===== config.mk =====
export PLATFORM = sky130hd
export DESIGN_NAME = if_id_skid
export DESIGN_NICKNAME = d
export VERILOG_FILES = /design/src/rtl/if_id_skid.sv
export SDC_FILE = /design/constraint.sdc
export NUM_CORES = 1
export LEC_CHECK = 0
export ABC_AREA = 1
export BUFFER_PORTS_ARGS = -buffer_cell sky130_fd_sc_hd__clkbuf_2
export CAP_MARGIN = 10
export CORE_ASPECT_RATIO = 1.75
export CORE_MARGIN = 4
export CORE_UTILIZATION = 50
export CTS_CLUSTER_SIZE = 10
export DETAILED_ROUTE_END_ITERATION = 8
export GPL_ROUTABILITY_DRIVEN = 0
export PLACE_DENSITY_LB_ADDON = 0.15
export SYNTH_ARGS = -nofsm -noshare
export SYNTH_HDL_FRONTEND = slang
export SYNTH_SLANG_ARGS = --single-unit

===== constraint.sdc =====
create_clock -name clk -period 3 [get_ports clk]
set_input_delay 0.15 -clock clk [delete_from_list [all_inputs] [get_ports clk]]
set_output_delay 0.15 -clock clk [all_outputs]
set_load 0.02 [all_outputs]

===== src/rtl/if_id_skid.sv =====
`default_nettype none
// ============================================================================
// Module   : if_id_skid
// Purpose  : IF/ID boundary with a 2-entry skid buffer, registered ready and flush
// Revision : 1.0
// ============================================================================
module if_id_skid #(
    parameter int                INST_W   = 32,
    parameter int                ADDR_W   = 32,
    parameter int                SIDE_W   = 4,
    parameter logic [INST_W-1:0] NOP      = INST_W'(32'h00000013),
    parameter logic [ADDR_W-1:0] RST_ADDR = '0
) (
    input  logic              clk,
    input  logic              rst_,
    input  logic              flush_i,
    input  logic              in_valid_i,
    output logic              in_ready_o,
    input  logic [INST_W-1:0] inst_i,
    input  logic [ADDR_W-1:0] inst_addr_i,
    input  logic [SIDE_W-1:0] side_i,
    output logic              out_valid_o,
    input  logic              out_ready_i,
    output logic [INST_W-1:0] inst_o,
    output logic [ADDR_W-1:0] inst_addr_o,
    output logic [SIDE_W-1:0] side_o,
    output logic [1:0]        occupancy_o
);

    typedef enum logic [1:0] {
        EMPTY = 2'd0,
        ONE   = 2'd1,
        TWO   = 2'd2
    } state_t;

    state_t              state_q, state_d;
    logic                in_ready_q, in_ready_d;
    logic [INST_W-1:0]   main_inst_q, main_inst_d, skid_inst_q, skid_inst_d;
    logic [ADDR_W-1:0]   main_addr_q, main_addr_d, skid_addr_q, skid_addr_d;
    logic [SIDE_W-1:0]   main_side_q, main_side_d, skid_side_q, skid_side_d;

    logic in_fire;
    logic out_fire;

    assign out_valid_o = (state_q != EMPTY);
    assign in_ready_o  = in_ready_q;
    assign in_fire     = in_valid_i & in_ready_q;
    assign out_fire    = out_valid_o & out_ready_i;

    always_comb begin
        state_d     = state_q;
        main_inst_d = main_inst_q;
        main_addr_d = main_addr_q;
        main_side_d = main_side_q;
        skid_inst_d = skid_inst_q;
        skid_addr_d = skid_addr_q;
        skid_side_d = skid_side_q;

        if (flush_i) begin
            state_d     = EMPTY;
            main_inst_d = NOP;
            main_addr_d = RST_ADDR;
            main_side_d = '0;
            skid_inst_d = NOP;
            skid_addr_d = RST_ADDR;
            skid_side_d = '0;
        end else begin
            case (state_q)
                EMPTY: begin
                    if (in_fire) begin
                        state_d     = ONE;
                        main_inst_d = inst_i;
                        main_addr_d = inst_addr_i;
                        main_side_d = side_i;
                    end
                end
                ONE: begin
                    if (in_fire && out_fire) begin
                        main_inst_d = inst_i;
                        main_addr_d = inst_addr_i;
                        main_side_d = side_i;
                    end else if (in_fire) begin
                        state_d     = TWO;
                        skid_inst_d = inst_i;
                        skid_addr_d = inst_addr_i;
                        skid_side_d = side_i;
                    end else if (out_fire) begin
                        state_d     = EMPTY;
                        main_inst_d = NOP;
                        main_addr_d = RST_ADDR;
                        main_side_d = '0;
                    end
                end
                TWO: begin
                    // in_ready is low here, so only a drain can happen
                    if (out_fire) begin
                        state_d     = ONE;
                        main_inst_d = skid_inst_q;
                        main_addr_d = skid_addr_q;
                        main_side_d = skid_side_q;
                        skid_inst_d = NOP;
                        skid_addr_d = RST_ADDR;
                        skid_side_d = '0;
                    end
                end
                default: begin
                    state_d = EMPTY;
                end
            endcase
        end

        // Ready is derived from next state only, keeping out_ready_i off the upstream path
        in_ready_d = (state_d != TWO);
    end

    always_ff @(posedge clk) begin
        if (!rst_) begin
            state_q     <= EMPTY;
            in_ready_q  <= 1'b1;
            main_inst_q <= NOP;
            main_addr_q <= RST_ADDR;
            main_side_q <= '0;
            skid_inst_q <= NOP;
            skid_addr_q <= RST_ADDR;
            skid_side_q <= '0;
        end else begin
            state_q     <= state_d;
            in_ready_q  <= in_ready_d;
            main_inst_q <= main_inst_d;
            main_addr_q <= main_addr_d;
            main_side_q <= main_side_d;
            skid_inst_q <= skid_inst_d;
            skid_addr_q <= skid_addr_d;
            skid_side_q <= skid_side_d;
        end
    end

    assign inst_o      = main_inst_q;
    assign inst_addr_o = main_addr_q;
    assign side_o      = main_side_q;
    assign occupancy_o = state_q;

endmodule
`default_nettype wire

Word-level counts from Yosys, hierarchy flattened:

Cells that the tools add are included.

* register bits: 139
* input bits: 73
* logic and storage cells: 59
* output and inout bits: 72

* equality and inequality tests: 9
* mux-type cells: 31
* reduce and logical (&&, ||, !) cells: 8
* bitwise gates (word level): 3

Operator list (number)
* $mux W32: 12
* $pmux W32 S3: 2
* $pmux W32 S2: 2
* $mux W4: 6
* $mux W2: 6
* $pmux W4 S3: 1
* $ne A2 B2 Y1 const B: 5
* $pmux W4 S2: 1
* $ne A3 B3 Y1 const B: 2
* $pmux W2 S3: 1
* $reduce_and A5 Y1: 1
* $reduce_and A4 Y1: 1
* $reduce_bool A2 Y1: 2
* $reduce_bool A3 Y1: 1
* $and A1 B1 Y1: 2
* $eq A2 B1 Y1 const B: 1
* $eq A2 B2 Y1 const B: 1
* $logic_not A2 Y1: 1
* $reduce_or A2 Y1: 1
* $logic_and A1 B1 Y1: 1
* $not A1 Y1: 1

Longest topological paths before layout:

Gate-level depths: netlist of the first run.

* word-level depth: 8
* gate-level depth with buffers: 12
* depth with buffers taken out: 11

Worst setup path after synthesis of the first run:

OpenSTA, ideal clock, no wires.

* path type: register to register
* start: reg state_q[0] (netlist: occupancy_o[0])
* end: reg skid_addr_q[19]
* setup slack: 1.101 ns
* data required time: 2.872 ns
* cell stages (with the launch flop): 11
* buffers on the path: 2
* clock period less this slack: 1.899 ns
* setup time: 0.128 ns
* data arrival time: 1.771 ns
* cell sequence: dfxtp_1 > inv_1 > ha_1 > inv_2 > nand2_2 > nand2_2 > buf_2 > buf_2 > nand4_1 > nand2_1 > nor2_1

* word-level cells in the longest chain between the ends: 5
* elaborated cells on any way between the ends: 11
* those cells by class: eq/ne (5); mux (1); bitwise (1); reduce/logical (4)

RTL lines
* start: declaration: RTL line 36 `state_t state_q, state_d;`
* start signal: assignment: RTL line 127 `state_q <= state_d;`
* $reduce_bool A2 Y1 *: RTL line 45 `assign out_valid_o = (state_q != EMPTY);`
* net out_valid_o: RTL line 22 `output logic out_valid_o,`
* $and A1 B1 Y1 *: RTL line 48 `assign out_fire = out_valid_o & out_ready_i;`
* $logic_and A1 B1 Y1: RTL line 78 `if (in_fire && out_fire) begin`
* $ne A2 B2 Y1 (no line)
* $reduce_and A4 Y1 (no line) *
* end signal: assignment: RTL line 133 `skid_addr_q <= skid_addr_d;`
* end: declaration: RTL line 39 `logic [ADDR_W-1:0] main_addr_q, main_addr_d, skid_addr_q, skid_addr_d;`

The timed path passes the listed nets; every way through them passes the cells marked *.
A chain may end at the register's enable or synchronous reset.

Worst setup path after layout of the first run:

* start: reg state_q[1] (netlist: occupancy_o[1])
* end: reg skid_inst_q[20]

* word-level cells in the longest chain between the ends: 5
* elaborated cells on any way between the ends: 11
* those cells by class: eq/ne (5); mux (1); bitwise (1); reduce/logical (4)

RTL lines
* $reduce_bool A2 Y1: RTL line 45
* $and A1 B1 Y1: RTL line 48
* $logic_and A1 B1 Y1: RTL line 78
* $ne A2 B2 Y1 (no line)
* $reduce_and A4 Y1 (no line)
* end signal: assignment: RTL line 132 `skid_inst_q <= skid_inst_d;`
* end: declaration: RTL line 38 `logic [INST_W-1:0] main_inst_q, main_inst_d, skid_inst_q, skid_inst_d;`

Parallel ways exist; a longest one is shown, timed or not.

==> summary.md, run 1 <==
| Metric | Value |
|---|---|
| Post-Syn Nets | 1311 |
| Crit path DAT | 2.45 ns |
| Min Tclk post-route | 2.18 ns |
| I/O Buffers | 144 |
| Leakage power | 4.79 nW |
| Clock Tree Root | clkbuf_16 |
| Share of power burned in combinational logic | 0.149 |
| Setup Viol. Count Final | 0 |
| NumNets Final | 1405 |
| Rel. slew slack | 0.501 |
| GRT Total Usage | 0.236 |
| Sw power | 0.00135 W |
| Number of diodes | 0 |
| Detailed placement HPWL | 12200 um |
| Area of the multi-input gates | 3420 sq um |
| # fillers | 1495 |
| Fraction of layout cells with a size suffix above 1 | 0.155 |
| First-pass GRT wire length | 33200 um |
| Die H | 170 um |
| Syn avg cell area | 6.07 sq um |
| Tcrit/Tclk final | 0.726 |
| Clock Skews | 0.0144 ns |
| Top post-synthesis cells by area | dfxtp_1 37%, nand2_1 18%, inv_1 11% |
| Cells along the critical path | inv_1 > ha_1 > nand3_1 > nand2_2 > nand3_2 > buf_12 > nand2_1 > nand2_1 > nor2_1 |
| PD cells | 556 nW/um^2 |
| Setup CP Type | reg2reg |
| Worst-Margin Slew | 0.748 ns |
| Largest net degree at the start of global routing | 69 |
| Master of the slowest instance on the critical path | dfxtp_1 |
| Initial Util | 0.516 |
| Ys Warns | 0 |
| CTS tree | yes |
| Synth Register Bits | 139 |
| Core area | 14500 sq um |
| Ys async rst share | 0 |
| CP max FO | 68 |
| Final Max Tran Viols | 0 |
| Post-CTS sizing | 0 |
| Grt ovf | 0 |
| Vias in the first global route | 7063 |
| Setup TNS | 0 ns |
| I/O pins | 145 |
| CP Capture Type | register |
| DR WL/cell | 13.0 um |
| Tot Pwr | 0.00488 W |
| Post-synth design cell area | 7490 sq um |
| Switching Fraction | 0.277 |
| Distinct cells, synth | 21 |
| CP max stage delay | 0.43 ns |
| Initial DRC count | 427 |
| Req. time, crit path | 3.28 ns |
| Seq/Total Area, Yosys | 0.372 |
| Max cap viols | 0 |
| Most used cell, CP | nand2_1 |
| Post-synth top flop | dfxtp_1 |
| Clock slew at reported path FFs | 0.06 ns |
| RSZ-0062 raised after global routing | no |
| Synthesized netlist cell count | 1234 |
| Worst skew pair latency | 0.42 ns |
| CTS Sinks | 139 |
| H-tree depth | 4 |
| ANT nets after route | 0 |
| Final Hold Viols | 0 |
| Min-Delay Path Class | in2reg |
| Int Pwr | 0.00353 W |
| Crit start category | register |
| Fmax | 0.459 GHz |
| Drt drc | 0 |
| Seq. cell area | 2780 sq um |
| Drt pass-1 iters | 7 |
| Outcome | finished, final reports clean |
| Area leader, netlist | dfxtp_1 |
| Antenna violations before repair | 0 |
| Die ar. | 17100 sq um |
| Part of the power in registers | 0.401 |
| Vias per cell | 4.90 |
| Max clock buf depth | 2 |
| Top-area cell type share of the netlist area | 0.372 |
| DR vias | 7452 |
| CTS Buf Count | 17 |
| Routed wire length | 19700 um |
| Number of synthesized flops with an enable pin | 0 |
| Post-layout util | 0.605 |
| Clock power frac | 0.451 |
| Layout area overhead | 17.2% |
| Hold buffers post-CTS | 0 |
| Commonest non-fill, non-tap cell in the layout | nand2_1 |
| Most frequent cells in the layout | 359 x nand2_1, 211 x inv_1, 196 x nor2_1 |
| Setup bufs post-CTS | 0 |
| Die width | 101 um |
| VDD IR-drop max | 0.372 mV |
| Num rows | 58 |
kinds of logic (layout without fill, tap and decap cells):
logic type	after synthesis	count (layout)	share of synthesized area
buffers and inverters	303	410	0.175
and+or+nand+nor	716	716	0.399
adders and majority gates	4	4	0.00668
AOI/OAI and AO/OA	72	72	0.0484
DFF	139	139	0.372
registers in the layout, indices dropped and copies added, names as in the netlist:
register and cells:
in_ready_o 1, inst_addr_o 32, inst_o 32, occupancy_o 2, side_o 4, skid_addr_q 32, skid_inst_q 32, skid_side_q 4
layer usage:
metal | share of wire | track usage | vias up
met5 | 0 | 0 | -
met1 | 0.42 | 0.276 | 3325
met3 | 0.050 | 0.0513 | 33
met4 | 0.025 | 0.0874 | 0
li1 | - | - | 3912
met2 | 0.51 | 0.418 | 182
per-stage QoR:
step	hold slack, ns	setup slack (ns)	area, sq um	std cells
6_report	0.0143	0.821	8780	1521
5_1_grt	0.0356	0.612	8780	1521
4_1_cts	0.00302	0.817	8780	1521
3_5_place_dp	0.441	0.851	8160	1489
3_3_place_gp	0.442	0.865	8160	1489
2_1_floorplan	0.311	1.10	7490	1234
power groups by stage:
stage	clock network, W	logic (W)	registers [W]
2_1_floorplan	0	0.000462	0.00206
3_3_place_gp	0	0.000721	0.00199
3_5_place_dp	0	0.000730	0.00199
4_1_cts	0.00224	0.000733	0.00195
5_1_grt	0.00232	0.000828	0.00196
6_report	0.00220	0.000727	0.00195
cell usage after synthesis, types with 3 or more instances:
| cell type | number |
|---|---|
| a21oi_1 | 68 |
| buf_1 | 4 |
| buf_2 | 33 |
| buf_4 | 6 |
| buf_6 | 14 |
| clkbuf_1 | 30 |
| dfxtp_1 | 139 |
| ha_1 | 4 |
| inv_1 | 211 |
| inv_2 | 3 |
| nand2_1 | 363 |
| nand2_2 | 4 |
| nand3_1 | 82 |
| nand4_1 | 68 |
| nor2_1 | 196 |
| o21ai_0 | 3 |
worst max-delay path: cells and delay by family (launching register included):
family	cells	cell delay, ns
flip-flops	1	0.43
buffers and inverters	2	0.41
AND/OR/NAND/NOR	6	0.87
adder cells (fa/ha/maj)	1	0.28
layout make-up:
| cell class | count | area share |
|---|---|---|
| multi-input combinational | 792 | 0.390 |
| tap | 180 | 0.0256 |
| inverter | 216 | 0.0926 |
| sequential | 139 | 0.317 |
| timing repair buffer | 162 | 0.105 |
| clock buffer | 20 | 0.0520 |
| clock inverter | 12 | 0.0187 |
worst paths after layout:
| kind | startpoint | to | slack, ns | cells past startpoint |
|---|---|---|---|---|
| worst max register to register | occupancy_o[1] | skid_inst_q[20] | 0.82 | 9 |
| worst min register to register | skid_inst_q[1] | skid_inst_q[1] | 0.47 | 2 |
| worst min-delay path | flush_i | in_ready_o | 0.01 | 4 |
| worst max-delay path | occupancy_o[1] | skid_inst_q[20] | 0.82 | 9 |
Note: power is estimated with default switching activity, not from simulation.
==> run 2: changes to the inputs <==
==> constraint.sdc (replaced) <==
create_clock -name clk -period 2.1 [get_ports clk]
set_input_delay 0.105 -clock clk [delete_from_list [all_inputs] [get_ports clk]]
set_output_delay 0.105 -clock clk [all_outputs]
set_load 0.02 [all_outputs]
==> summary.md, run 2 (synthesis gave the netlist of run 1 again) <==
| Metric | Value |
|---|---|
| Post-layout util | 0.616 (+0.0110) |
| Number of diodes | 0 (unchanged) |
| Switching Fraction | 0.292 (+0.0143) |
| H-tree depth | 4 (unchanged) |
| Leakage power | 4.87 nW (+1.7%) |
| CP Launch Point | occupancy_o[0] |
| Vias in the first global route | 7284 (+3.1%) |
| Share of power burned in combinational logic | 0.158 (+0.009) |
| R2r setup slk | 0.19 ns (-0.64 ns) |
| Max cap viols | 0 (unchanged) |
| Pre-CTS setup slack | 0.113 ns (-0.738 ns) |
| # fillers | 1464 (-2.1%) |
| Grt ovf | 0 (unchanged) |
| Clock Skews | 0.0102 ns (-0.00418 ns) |
| Min-Delay Path Class | in2reg |
| WHS Path Cells | 5 (+1) |
| Most frequent cells in the layout | 359 x nand2_1, 211 x inv_1, 196 x nor2_1 |
| CP max FO | 68 (unchanged) |
| ANT nets after route | 0 (unchanged) |
| Clock power frac | 0.433 (-0.018) |
| VDD IR-drop max | 0.555 mV (+49%) |
| Req. time, crit path | 2.44 ns (-0.84 ns) |
| Crit start category | register |
| CP Capture Type | register |
| Initial Util | 0.516 (unchanged) |
| I/O Buffers | 144 (unchanged) |
| DR WL/cell | 13.3 um (+2.3%) |
| Max clock buf depth | 2 (unchanged) |
| Clock Tree Root | clkbuf_16 |
| Cell count of the worst reg-to-reg path | 8 (-1) |
| Outcome | finished, final reports clean |
| Sw power | 0.00199 W (+47%) |
| Initial DRC count | 529 (+24%) |
| Final Hold Viols | 0 (unchanged) |
| PD cells | 765 nW/um^2 (+38%) |
| Worst-Margin Slew | 0.774 ns (+0.0265 ns) |
| Setup TNS | 0 ns (unchanged) |
| Tot Pwr | 0.00684 W (+40%) |
| Hold EP | inst_o[18] |
| Drt pass-1 iters | 5 (-2) |
| Crit path DAT | 2.26 ns (-0.19 ns) |
| Part of the power in registers | 0.409 (+0.008) |
| Rel. slew slack | 0.484 (-0.0176) |
| Antenna violations before repair | 0 (unchanged) |
| First-pass GRT wire length | 33600 um (+1.3%) |
| Min-delay src | inst_i[18] |
| Tcrit/Tclk final | 0.912 (+0.186) |
| Post-route setup slack | 0.185 ns (-0.636 ns) |
| Origin of the critical flop-to-flop path | occupancy_o[0] |
| Layout area overhead | 19.4% |
| Min Tclk post-route | 1.91 ns (-0.264 ns) |
| CTS Buf Count | 17 (unchanged) |
| Setup CP Type | reg2reg |
| Commonest non-fill, non-tap cell in the layout | nand2_1 |
| Die width | 101 um (unchanged) |
| Drt drc | 0 (unchanged) |
| Num rows | 58 (unchanged) |
| NumNets Final | 1412 (+0.50%) |
| Fraction of layout cells with a size suffix above 1 | 0.160 (+0.00513) |
| Setup Viol. Count Final | 0 (unchanged) |
| Detailed placement HPWL | 12400 um (+1.7%) |
| Die H | 170 um (unchanged) |
| CTS Sinks | 139 (unchanged) |
| Worst skew pair latency | 0.42 ns (about the same) |
| GRT Total Usage | 0.238 (+0.00127) |
| Vias per cell | 4.97 (+1.5%) |
| Die ar. | 17100 sq um (unchanged) |
| Core area | 14500 sq um (unchanged) |
| Routed wire length | 20300 um (+2.8%) |
| Worst R2R End | skid_addr_q[30] |
| Clock slew at reported path FFs | 0.07 ns (about the same) |
| CTS tree | yes |
| Fmax | 0.522 GHz (+14%) |
| Int Pwr | 0.00484 W (+37%) |
| I/O pins | 145 (unchanged) |
| Hold_ws | 0.0121 ns (-0.00216 ns) |
| DR vias | 7596 (+1.9%) |
| Final Max Tran Viols | 0 (unchanged) |
| RSZ-0062 raised after global routing | no |
| Largest net degree at the start of global routing | 69 (unchanged) |
==> run 2: changes by cell type in the layout (fill, tap and decap cells not counted), sizes merged <==
cell and delta:
inv +3, bufinv -2, dlygate4sd3 +1, clkbuf -1, buf +6
==> run 2: repair_timing <==
action / 4_1_cts / 5_1_grt
hold endpoints to repair: 1 / 0
setup endpoints to repair: 0 / 90
resized for setup: 0 / 4
buffers inserted: 0 / 2
hold buffers: 1 / 0
==> run 2: layout make-up <==
cell class	instances	area, sq um	area share
Tap cell	180	225	0.0252
Clock inverter	13	133	0.0148
Sequential cell	139	2780	0.311
Inverter	216	813	0.0910
Clock buffer	19	453	0.0507
Multi-Input combinational cell	792	3430	0.384
Timing Repair Buffer	169	1100	0.123
==> run 2: how the worst max path moves through the flow <==
stage,endpoint,slack (ns),cells after the start
floorplan,skid_addr_q[19],0.20,10
detailed placement,inst_addr_o[30],0.11,11
global placement,inst_addr_o[30],0.15,11
global route,inst_addr_o[6],0.02,10
finish,skid_addr_q[30],0.19,8
CTS,inst_o[8],0.1,10
==> run 2: power by group through the flow <==
stage / clock network (W) / logic, W / registers [W]
2_1_floorplan: 0 / 0.000660 / 0.00294
3_3_place_gp: 0 / 0.00107 / 0.00285
3_5_place_dp: 0 / 0.00107 / 0.00285
4_1_cts: 0.00302 / 0.00108 / 0.00279
5_1_grt: 0.00311 / 0.00123 / 0.00280
6_report: 0.00296 / 0.00108 / 0.00279
==> run 2: layer usage <==
metal / GRT usage / vias up / routed length, um
met5: 0 / - / 0
li1: - / 3928 / -
met1: 0.277 / 3422 / 8220
met2: 0.424 / 217 / 10600
met3: 0.0472 / 29 / 1030
met4: 0.0868 / 0 / 460
==> run 2: worst max-delay path, stage by stage, from the launching register on <==
cell and delay [ns]:
dfxtp_2 0.36, inv_1 0.09, ha_1 0.25, inv_4 0.09
buf_4 0.62, nand2_1 0.16, nand4_1 0.13, nand2_1 0.06
nor2_1 0.08
==> run 2: stage by stage <==
| stage | cells | instance area (sq um) |
|---|---|---|
| 6_report | 1528 | 8940 |
| 5_1_grt | 1528 | 8940 |
| 4_1_cts | 1526 | 8910 |
| 3_5_place_dp | 1493 | 8320 |
| 3_3_place_gp | 1493 | 8320 |
| 2_1_floorplan | 1234 | 7490 |
